<file path="src/rtl/sad_datapath.sv">
`default_nettype none
// ============================================================================
// Module      : sad_datapath
// Description : SAD engine datapath. Index counter, |A-B| accumulator and
//               result register driven by the SAD controller strobes.
// Revision    : 1.0 - initial release
// ============================================================================
module sad_datapath #(
    parameter int DATA_W = 8,
    parameter int N      = 256,
    parameter int ADDR_W = 8,
    parameter int SUM_W  = 16
) (
    input  logic              clk,
    input  logic              rst,
    input  logic              AB_rd,
    input  logic              i_inc,
    input  logic              i_clr,
    input  logic              sum_ld,
    input  logic              sum_clr,
    input  logic              sad_reg_ld,
    input  logic [DATA_W-1:0] A_data,
    input  logic [DATA_W-1:0] B_data,
    output logic [ADDR_W-1:0] AB_addr,
    output logic              A_rd,
    output logic              B_rd,
    output logic              i_lt_256,
    output logic [SUM_W-1:0]  sad,
    output logic              sad_valid
);

    // One extra index bit so the counter can hold N itself.
    localparam logic [ADDR_W:0] c_n = (ADDR_W+1)'(N);

    logic [ADDR_W:0]   r_i;
    logic [SUM_W-1:0]  r_sum;
    logic [SUM_W-1:0]  r_sad;
    logic              r_sad_valid;
    logic [DATA_W-1:0] w_diff;
    logic [SUM_W-1:0]  w_diff_ext;

    assign w_diff     = (A_data >= B_data) ? (A_data - B_data) : (B_data - A_data);
    assign w_diff_ext = SUM_W'(w_diff);

    always_ff @(posedge clk) begin
        if (rst) begin
            r_i <= '0;
        end else if (i_clr) begin
            r_i <= '0;
        end else if (i_inc && (r_i != c_n)) begin
            r_i <= r_i + 1'b1;
        end
    end

    // Accumulation wraps modulo 2**SUM_W by construction.
    always_ff @(posedge clk) begin
        if (rst) begin
            r_sum <= '0;
        end else if (sum_clr) begin
            r_sum <= '0;
        end else if (sum_ld) begin
            r_sum <= r_sum + w_diff_ext;
        end
    end

    always_ff @(posedge clk) begin
        if (rst) begin
            r_sad       <= '0;
            r_sad_valid <= 1'b0;
        end else begin
            r_sad_valid <= sad_reg_ld;
            if (sad_reg_ld) begin
                r_sad <= r_sum;
            end
        end
    end

    assign AB_addr   = r_i[ADDR_W-1:0];
    assign A_rd      = AB_rd;
    assign B_rd      = AB_rd;
    assign i_lt_256  = (r_i < c_n);
    assign sad       = r_sad;
    assign sad_valid = r_sad_valid;

endmodule
`default_nettype wire

</file>
<file path="config.mk">
export PLATFORM = sky130hd
export DESIGN_NAME = sad_datapath
export DESIGN_NICKNAME = d
export VERILOG_FILES = /design/src/rtl/sad_datapath.sv
export SDC_FILE = /design/constraint.sdc
export NUM_CORES = 1
export LEC_CHECK = 0
export CAP_MARGIN = 20
export CORE_AREA = 4 4 101 103
export CTS_CLUSTER_DIAMETER = 40
export DETAILED_ROUTE_END_ITERATION = 8
export DIE_AREA = 0 0 105 107
export GPL_TIMING_DRIVEN = 0
export PLACE_DENSITY = 0.59
export SYNTH_ARGS = -nofsm -noshare
export SYNTH_HDL_FRONTEND = slang
export SYNTH_SLANG_ARGS = --single-unit
</file>
<file path="constraint.sdc">
create_clock -name clk -period 4 [get_ports clk]
set_input_delay 0.8 -clock clk [delete_from_list [all_inputs] [get_ports clk]]
set_output_delay 0.8 -clock clk [all_outputs]
set_load 0.05 [all_outputs]
</file>
==> impl_metrics.py <==
metrics = {
    "synth": {
        "ys.flop_type": "dfxtp_1",
        "synth_edf_count": 0,
        "synth.ff_latch_count": 42,
        "syn_inst": 314,
        "synthTopCellsByArea": "dfxtp_1 (31%), ha_1 (12%), mux2i_1 (11%)",
        "ys_warn_count": 0,
        "postSynthAreaPerCell_um2": 8.77,
        "netlist_area_um2": 2760,
        "ys_seq_area_frac": 0.305,
        "synth_top_cell_area_share": 0.305,
        "synth_cell_type_count": 40,
        "synthArstFlopShare": 0,
        "synth_nets": 367,
        "synth_top_cell_by_area": "dfxtp_1",
    },
    "clocking": {
        "clk_path_buf_depth": 2,
        "clock_sinks": 42,
        "path_clk_slew_ns": 0.08,
        "cts_made_buffers": 5,
        "cts_tree": "done",
        "cts_root_buffer": "clkbuf_8",
        "clkLatencyLatePin_ns": 0.29,
        "htree_num_levels": 2,
    },
    "routing": {
        "dr.pass1.iters": 4,
        "drc": 0,
        "drt_iter0_markers": 103,
        "routed_via_density": 4.79,
        "vias": 2344,
        "ant_nets": 0,
        "wl_per_cell_um": 12.3,
        "wl_um": 6000,
    },
    "die": {
        "core_um2": 9200,
        "placementRows": 35,
        "die_x_um": 105,
        "initial_core_util": 0.300,
        "ios": 52,
        "die-area_um2": 11200,
        "die_height_um": 107,
    },
    "timing": {
        "tightest_slew_ns": 0.578,
        "fmax_mhz": 261,
        "finalCritPeriodShare": 0.959,
        "setup_viol": 0,
        "slew_viol_final": 0,
        "slew_headroom": 0.614,
        "fin_crit_ns": 3.84,
        "hold_viol_final": 0,
        "fin_skew_ns": 0.00390,
    },
    "grt": {
        "grt_usage": 0.109,
        "grt_max_degree": 13,
        "grt_pass1_vias": 2204,
        "grt_antenna_before_repair": 0,
        "grt_pass1_wl_um": 10300,
        "grt-ovfl-total": 0,
    },
    "worst_hold_path": {
        "worstHoldEndpoint": "r_sum[15]",
        "hold_path_class": "register to register",
        "hold_path_startpoint": "r_sum[15]",
        "hold_depth": 2,
    },
    "critical_path": {
        "path_class": "input pin to register",
        "crit-reg2reg-capture": "r_sum[10]",
        "critPathLaunch": "B_data[1]",
        "cp_data_arrival_time_ns": 4.06,
        "cp.required_ns": 4.22,
        "worst_setup_path_end_kind": "register",
        "r2r_setup_slack_ns": 2.01,
        "r2r_cells": 8,
        "cp_max_fo": 4,
        "reg2reg_from": "r_sum[0]",
        "critPathLaunchType": "input pin",
    },
    "layout": {
        "final_cell_mix": "clkdlybuf4s50_1 (45), dfxtp_1 (42), nor2_1 (38)",
        "diodes": 0,
        "finalNonFillerCells": 489,
        "final_common_cell": "clkdlybuf4s50_1",
        "fin_area_um2": 3680,
        "syn2layout_area_growth_pct": 33.7,
        "final_core_util": 0.400,
        "drive_gt1_frac": 0.140,
        "nets": 430,
    },
    "placed_design": {
        "port_buffers": 49,
        "dp_hpwl_um": 4820,
        "gp_congestion": 0.793,
        "detailed_place.area_um2": 3380,
        "dp.cells": 474,
    },
    "status": {
        "status": "complete, no violations",
    },
    "power_and_ir_drop": {
        "power_leakage_uw": 0.00163,
        "power_density_nw_per_um2": 305,
        "peakVddDrop_uv": 115,
    },
    "run": {
        "drv_cap": 0,
    },
}
## metrics by stage
stage | worst slack, ns | TNS, ns | power [uW] | hold slack, ns
finish | 0.163 | 0 | 1120 | 0.474
global route | -0.00612 | -0.00621 | 1190 | 0.526
CTS | 0.0116 | 0 | 1110 | 0.479
detailed placement | -0.701 | -6.64 | 766 | 0.468
global placement | -0.632 | -5.85 | 759 | 0.464
floorplan | 0.214 | 0 | 680 | 0.445
## area by class of cell
type,instances,area [um^2]
Tap cell,111,139
Multi-Input combinational cell,227,1800
Inverter,24,90.1
Clock buffer,8,110
Buffer,20,136
Fill cell,953,5510
Sequential cell,42,841
Timing Repair Buffer,57,564
## critical path, stage by stage
cell	delay, ns
clkdlybuf4s50_1	0.53
inv_1	0.10
fa_2	0.38
nand3_4	0.08
a31oi_4	0.10
a211oi_4	0.22
buf_6	0.15
buf_4	0.11
mux2i_2	0.20
xor2_1	0.17
ha_1	0.29
a21o_1	0.24
o2111a_2	0.32
o21ai_1	0.17
mux2i_1	0.19
## power breakdown
| part | switching [uW] | leakage (uW) | internal, uW | total [uW] |
|---|---|---|---|---|
| registers | 9.71 | 0.000340 | 429 | 439 |
| logic | 200 | 0.00123 | 173 | 373 |
| clock network | 139 | 0.0000575 | 174 | 313 |
| total | 348 | 0.00163 | 776 | 1120 |
## sequential cells by signal (all words and copies together), names as in the netlist
name / count
r_i: 9
r_sum: 16
sad: 16
sad_valid: 1
## worst max-delay path by stage
stage                      endpoint  cells past startpoint
final                     r_sum[13]                     15
after global routing       r_sum[7]                     15
after CTS                  r_sum[7]                     15
after detailed placement  r_sum[14]                     14
after global placement    r_sum[10]                     15
after floorplan           r_sum[12]                     14
## cells by family (layout without fill, tap and decap cells)
group / count (synthesis) / in the layout / synth area share
adders and majority gates: 29 / 29 / 0.140
xor gates and xnor gates: 19 / 19 / 0.0604
muxes: 30 / 30 / 0.109
and+or+nand+nor: 94 / 94 / 0.170
buffers and inverters: 45 / 109 / 0.0813
DFF: 42 / 42 / 0.305
AOI/OAI and AO/OA: 55 / 55 / 0.134
## what timing repair did
action,4_1_cts,5_1_grt
setup endpoints to repair,11,10
resized for setup,13,22
hold buffers,0,0
endpoints found under the hold margin,0,0
buffers inserted,6,2
pin swaps,6,20
## synthesized netlist by cell type (2+ instances only)
cell type  number
a211oi_1        5
a21o_1          9
a21oi_1        14
a21oi_2         2
a31oi_1         3
and2_1          3
and3_1          2
and4_1          3
buf_2           2
buf_4          10
buf_6           2
clkbuf_1        6
dfxtp_1        42
fa_1            3
ha_1           26
inv_1          24
mux2i_1        29
nand2_1        13
nand3_1         6
nand3b_1        2
nand4_1        13
nor2_1         38
nor2b_1         2
nor4b_1         2
o211ai_1        4
o21ai_0         7
o21ai_1         4
o21bai_1        2
or2_2           2
or3_1           7
xnor2_1         7
xor2_1         12
## per-layer routing
layer | vias up | wire length [um] | track usage | part of all wire
met3 | 7 | 322 | 0.0247 | 0.054
met4 | 0 | 72 | 0.0375 | 0.012
met5 | - | 0 | 0 | 0
li1 | 1211 | - | - | -
met2 | 58 | 2730 | 0.179 | 0.45
met1 | 1068 | 2880 | 0.142 | 0.48
(Power assumes the default switching activity.)
==> RTL edit 1 (same settings) <==
Put a register stage on the outputs `AB_addr`, `A_rd`, `B_rd` and `i_lt_256`, cleared by the reset. The values now appear one clock later. The other outputs are not delayed to match.
--- a/src/rtl/sad_datapath.sv
+++ b/src/rtl/sad_datapath.sv
@@ -75,10 +75,19 @@
         end
     end
 
-    assign AB_addr   = r_i[ADDR_W-1:0];
-    assign A_rd      = AB_rd;
-    assign B_rd      = AB_rd;
-    assign i_lt_256  = (r_i < c_n);
+    always_ff @(posedge clk) begin
+        if (rst) begin
+            AB_addr  <= '0;
+            A_rd     <= '0;
+            B_rd     <= '0;
+            i_lt_256 <= '0;
+        end else begin
+            AB_addr  <= r_i[ADDR_W-1:0];
+            A_rd     <= AB_rd;
+            B_rd     <= AB_rd;
+            i_lt_256 <= (r_i < c_n);
+        end
+    end
     assign sad       = r_sad;
     assign sad_valid = r_sad_valid;
 
Formal check against the unedited RTL: not equivalent (a bounded check fails within 4 cycles, from zero or initial values and one cycle with rst high).
==> RTL edit 1 against the original RTL <==
Global-route usage rose by 0.43 points; utilization grew 1.5 points; area after synthesis rose by 5.9%; wire length is 3.2% higher; synthesized cell count grew 2.9%; final area up 3.6%; sequential cell count is 10 higher; worst setup slack improved by 0.013 ns; sequential power grew 23%; total power up 7.4%; die area stayed put; critical endpoint is now r_sum[9]; largest cell class unchanged.
==> RTL edit 1: results (changes against the original RTL) <==
- Layout Skew: 0.00212 ns (-0.00178 ns)
- Rel. slew slack: 0.650 (+0.0365)
- Clock latency of the later-clocked register in the worst-skew pair: 0.30 ns
- Number of instances resized during post-cts repair: 9 (-4)
- Max stage delay cell, worst path: sky130_fd_sc_hd__clkdlybuf4s50_1
- Total length of routed wires: 6.19 mm (+3.2%)
- Routed length on met3: 200 um (-38%)
- Filler Cell Count: 934 (-2.0%)
- Total track usage: 0.114 (+0.00425)
- Peak supply drop: 144 uV (+26%)
- RePlAce Congestion: 0.797 (+0.47%)
- Post-synth ARST share: 0 (unchanged)
- Routing usage on met2: 0.186 (+0.00642)
- Depth of the most critical reg-to-reg path: 7 (-1)
- Multiplexer share of the synthesized area: 0.103 (-0.00606)
- Number of placed instances with taps included: 484 (+2.1%)
- Leakage component of the power: 1.68 nW (+3.2%)
- Buffers inserted during post-CTS setup optimization: 4 (-2)
- Critical Path Fanout Max: 8 (+4)
- Detailed router's first-iteration violation count: 89 (-14%)
- Fraction of layout cells with a size suffix above 1: 0.102 (-0.0386)
- Length of routed met2 wiring: 2.96 mm (+8.3%)
- WHS Path Cells: 1 (-1)
- Maximum number of pins on one net before global-route repair: 15 (+2)
- Met1 track utilization from global routing: 0.152 (+0.00985)
- Via count of the first global-routing pass: 2316 (+5.1%)
- Synth area leaders: sky130_fd_sc_hd__dfxtp_1, sky130_fd_sc_hd__ha_1, sky130_fd_sc_hd__mux2i_1
- Initial antenna violation count: 0 (unchanged)
- Total routed wire length on the met1 layer: 2.97 mm (+3.4%)
- Total Nets Final: 437 (+1.6%)
- Compound-gate portion of the synthesized area: 0.125 (-0.00913)
- Global-route wire length before repair: 10.6 mm (+2.7%)
- Post-detailed-route via-to-cell ratio: 4.88 (+1.8%)
- Clock Pin Slew Worst Setup and Hold Paths: 0.09 ns
- Area share of xor/xnor cells in the synthesized design: 0.0571 (-0.00334)
- Longest individual stage delay on the worst path: 0.48 ns (-0.05 ns)
- Sequential share of the synthesized area: 0.357 (+0.0518)
- Synth cell types: 36 (-10%)
- List of most frequent post-synthesis cells: sky130_fd_sc_hd__dfxtp_1, sky130_fd_sc_hd__nor2_1, sky130_fd_sc_hd__mux2i_1
- Number of buffer cells added on primary ports: 50 (+2.0%)
- Avg Synthesized Cell Area: 9.03 um2 (+2.9%)
- Post-detailed-placement cell area: 3560 um2 (+5.1%)
- Num CTS Buffers: 5 (unchanged)
- Fraction of met3 tracks used by global routing: 0.0235 (-0.00120)
- Adder-cell area share of the yosys netlist: 0.132 (-0.00774)
- Average wire per cell in the routed design: 12.5 um (+2.0%)
- Worst EP arrival: 4.06 ns (about the same)
- Clock Tree Root: sky130_fd_sc_hd__clkbuf_8
- Uppermost routed layer: met4
- Status: completed
- Post-DP HPWL: 4.94 mm (+2.5%)
- TritonRoute pass-1 iters: 5 (+1)
- Nets in the synthesized netlist: 376 (+2.5%)
==> RTL edit 1: cell type report <==
| cell class | instances | area, um2 | share of cell area |
|---|---|---|---|
| plain buffers | 11 | 61.3 | 0.0161 |
| clock buffers | 7 | 96.3 | 0.0252 |
| inverters | 24 | 90.1 | 0.0236 |
| multi-input cells | 234 | 1820 | 0.476 |
| flip-flops and latches | 52 | 1040 | 0.273 |
| well taps | 111 | 139 | 0.0364 |
| repair buffers | 56 | 571 | 0.150 |
==> RTL edit 1: worst max-delay path, delay by kind of cell <==
| family | cells | cell delay [ns] |
|---|---|---|
| compound gates | 6 | 1.27 |
| xor+xnor | 1 | 0.15 |
| fa+ha+maj | 2 | 0.62 |
| buf+inv | 3 | 0.69 |
| mux | 2 | 0.39 |
| simple gates | 1 | 0.14 |
==> RTL edit 1: path summary, 6_finish.rpt <==
check        slack, ns        end  startpoint
min               0.46   i_lt_256      r_i[8]
max reg2reg       2.05  r_sum[12]    r_sum[0]
max               0.18   r_sum[9]   A_data[2]
min reg2reg       0.46   i_lt_256      r_i[8]
==> RTL edit 1: metrics by stage <==
step	worst slack (ns)	power (mW)	setup TNS [ns]	utilization	hold WS, ns
6_report	0.176	1.21	0	0.415	0.462
4_1_cts	0.000261	1.20	0	0.404	0.465
3_3_place_gp	-0.642	0.863	-6.10	0.387	0.445
3_5_place_dp	-0.702	0.867	-6.63	0.387	0.448
2_1_floorplan	0.215	0.782	0	-	0.414
5_1_grt	-0.00582	1.29	-0.00582	0.415	0.500
==> RTL edit 1: power by group <==
part | internal, mW | total (mW) | switching [mW]
Combinational | 0.159 | 0.351 | 0.192
Clock | 0.154 | 0.316 | 0.161
Sequential | 0.530 | 0.540 | 0.0104
==> RTL edit 2 (same flow settings) <==
Without the edit above. The parameter `ADDR_W` goes from 8 to 9.
--- a/src/rtl/sad_datapath.sv
+++ b/src/rtl/sad_datapath.sv
@@ -8,7 +8,7 @@
 module sad_datapath #(
     parameter int DATA_W = 8,
     parameter int N      = 256,
-    parameter int ADDR_W = 8,
+    parameter int ADDR_W = 9,
     parameter int SUM_W  = 16
 ) (
     input  logic              clk,
Ports: changed (resized AB_addr); port bits go from 52 to 53. The function was not compared with the original's and may differ.
==> RTL edit 2 against the original RTL <==
Global-route usage up 0.66 points; synthesized cell count up 5.1%; largest cell class unchanged; non-clock buffer count up 2; clock skew is essentially flat; total power is 4.5% higher; area after synthesis is 3.0% higher; die area unchanged; final area up 2.2%; worst setup slack improved by 0.016 ns; sequential cell count is 1 higher; final cell count grew 3.1%; count of clock-buffer cells in the layout down 2; wire length rose by 7.2%.
==> RTL edit 2: results (changes against the original RTL) <==
- Cell type group with the largest total delay on the critical path: buffers and inverters
- Total number of vias: 2390 (+2.0%)
- Total Nets Final: 445 (+3.5%)
- Fraction of layout cells with a size suffix above 1: 0.142 (+0.00228)
- Area share of xor/xnor cells in the synthesized design: 0.0648 (+0.00439)
- Critical Path Fanout Max: 8 (+4)
- Adder-cell area share of the yosys netlist: 0.136 (-0.00413)
- Nets in the synthesized netlist: 383 (+4.4%)
- Synth area leaders: sky130_fd_sc_hd__dfxtp_1, sky130_fd_sc_hd__ha_1, sky130_fd_sc_hd__mux2i_1
- Compound-gate portion of the synthesized area: 0.126 (-0.00836)
- Detailed router's first-iteration violation count: 82 (-20%)
- Post-detailed-route via-to-cell ratio: 4.74 (-1.1%)
- Launching element of the worst setup path: A_data[3]
- Sequential share of the synthesized area: 0.303 (-0.00196)
- Rel. slew slack: 0.609 (-0.00446)
- List of most frequent post-synthesis cells: sky130_fd_sc_hd__dfxtp_1, sky130_fd_sc_hd__nor2_1, sky130_fd_sc_hd__mux2i_1
- Synth cell types: 38 (-5.0%)
- Post-DP HPWL: 4.91 mm (+2.1%)
- Maximum number of pins on one net before global-route repair: 14 (+1)
- Layout Skew: 0.00342 ns (-0.000481 ns)
- Multiplexer share of the synthesized area: 0.106 (-0.00323)
- Leakage component of the power: 1.67 nW (+2.5%)
- Global-route wire length before repair: 11.0 mm (+6.5%)
- Longest individual stage delay on the worst path: 0.48 ns (-0.05 ns)
- Number of buffer cells added on primary ports: 50 (+2.0%)
- Status: completed
RTL edit 2: timing repair:
action | CTS | global route
setup buffers | 2 | 4
endpoints found under the setup margin | 9 | 11
gates cloned | 0 | 0
endpoints found under the hold margin | 0 | 0
gates resized for setup | 3 | 30
pin swaps | 1 | 22
RTL edit 2: through the flow:
stage / setup slack [ns] / util / total power [mW] / TNS (ns) / instance area (um2)
4_1_cts: 0.00420 / 0.394 / 1.15 / 0 / 3620
2_1_floorplan: 0.268 / - / 0.696 / 0 / 2840
5_1_grt: -0.0191 / 0.409 / 1.25 / -0.0296 / 3760
3_5_place_dp: -0.583 / 0.378 / 0.781 / -5.85 / 3480
6_report: 0.179 / 0.409 / 1.17 / 0 / 3760
3_3_place_gp: -0.549 / 0.378 / 0.777 / -5.28 / 3480
RTL edit 2: cells by family (layout without fill, tap and decap cells):
family | count (synthesis) | in the layout
simple gates | 104 | 104
compound gates | 55 | 55
buf+inv | 48 | 111
flops | 43 | 43
mux | 30 | 30
fa+ha+maj | 29 | 29
xor+xnor | 21 | 21
RTL edit 2: worst paths after layout:
path | depth (start not counted) | endpoint | slack [ns]
worst min-delay path | 2 | sad[1] | 0.50
worst max-delay path | 17 | r_sum[8] | 0.18
worst min register to register | 2 | sad[1] | 0.50
worst max register to register | 7 | r_sum[8] | 2.08
RTL edit 2: metal layers:
layer  GRT usage  share of wire
met5           0              0
met4      0.0281         0.0075
met3      0.0259          0.059
met2       0.198           0.45
met1       0.149           0.48
RTL edit 2: worst min-delay path, delay by kind of cell, from the launching register on:
family | cells | cell delay (ns)
flip-flops | 1 | 0.33
multiplexers | 1 | 0.06
AND/OR/NAND/NOR | 1 | 0.07
RTL edit 2: final cells by class:
cell class / count / area [um2] / share of cell area
repair buffers: 56 / 561 / 0.149
flip-flops and latches: 43 / 861 / 0.229
multi-input cells: 239 / 1850 / 0.492
well taps: 111 / 139 / 0.0369
clock inverters: 2 / 35.0 / 0.00931
plain buffers: 23 / 145 / 0.0386
inverters: 24 / 90.1 / 0.0239
clock buffers: 6 / 82.6 / 0.0219
RTL edit 2: power breakdown:
| group | switching, mW | internal, mW |
|---|---|---|
| clock network | 0.148 | 0.202 |
| registers | 0.00966 | 0.439 |
| logic | 0.204 | 0.172 |
| total | 0.361 | 0.814 |
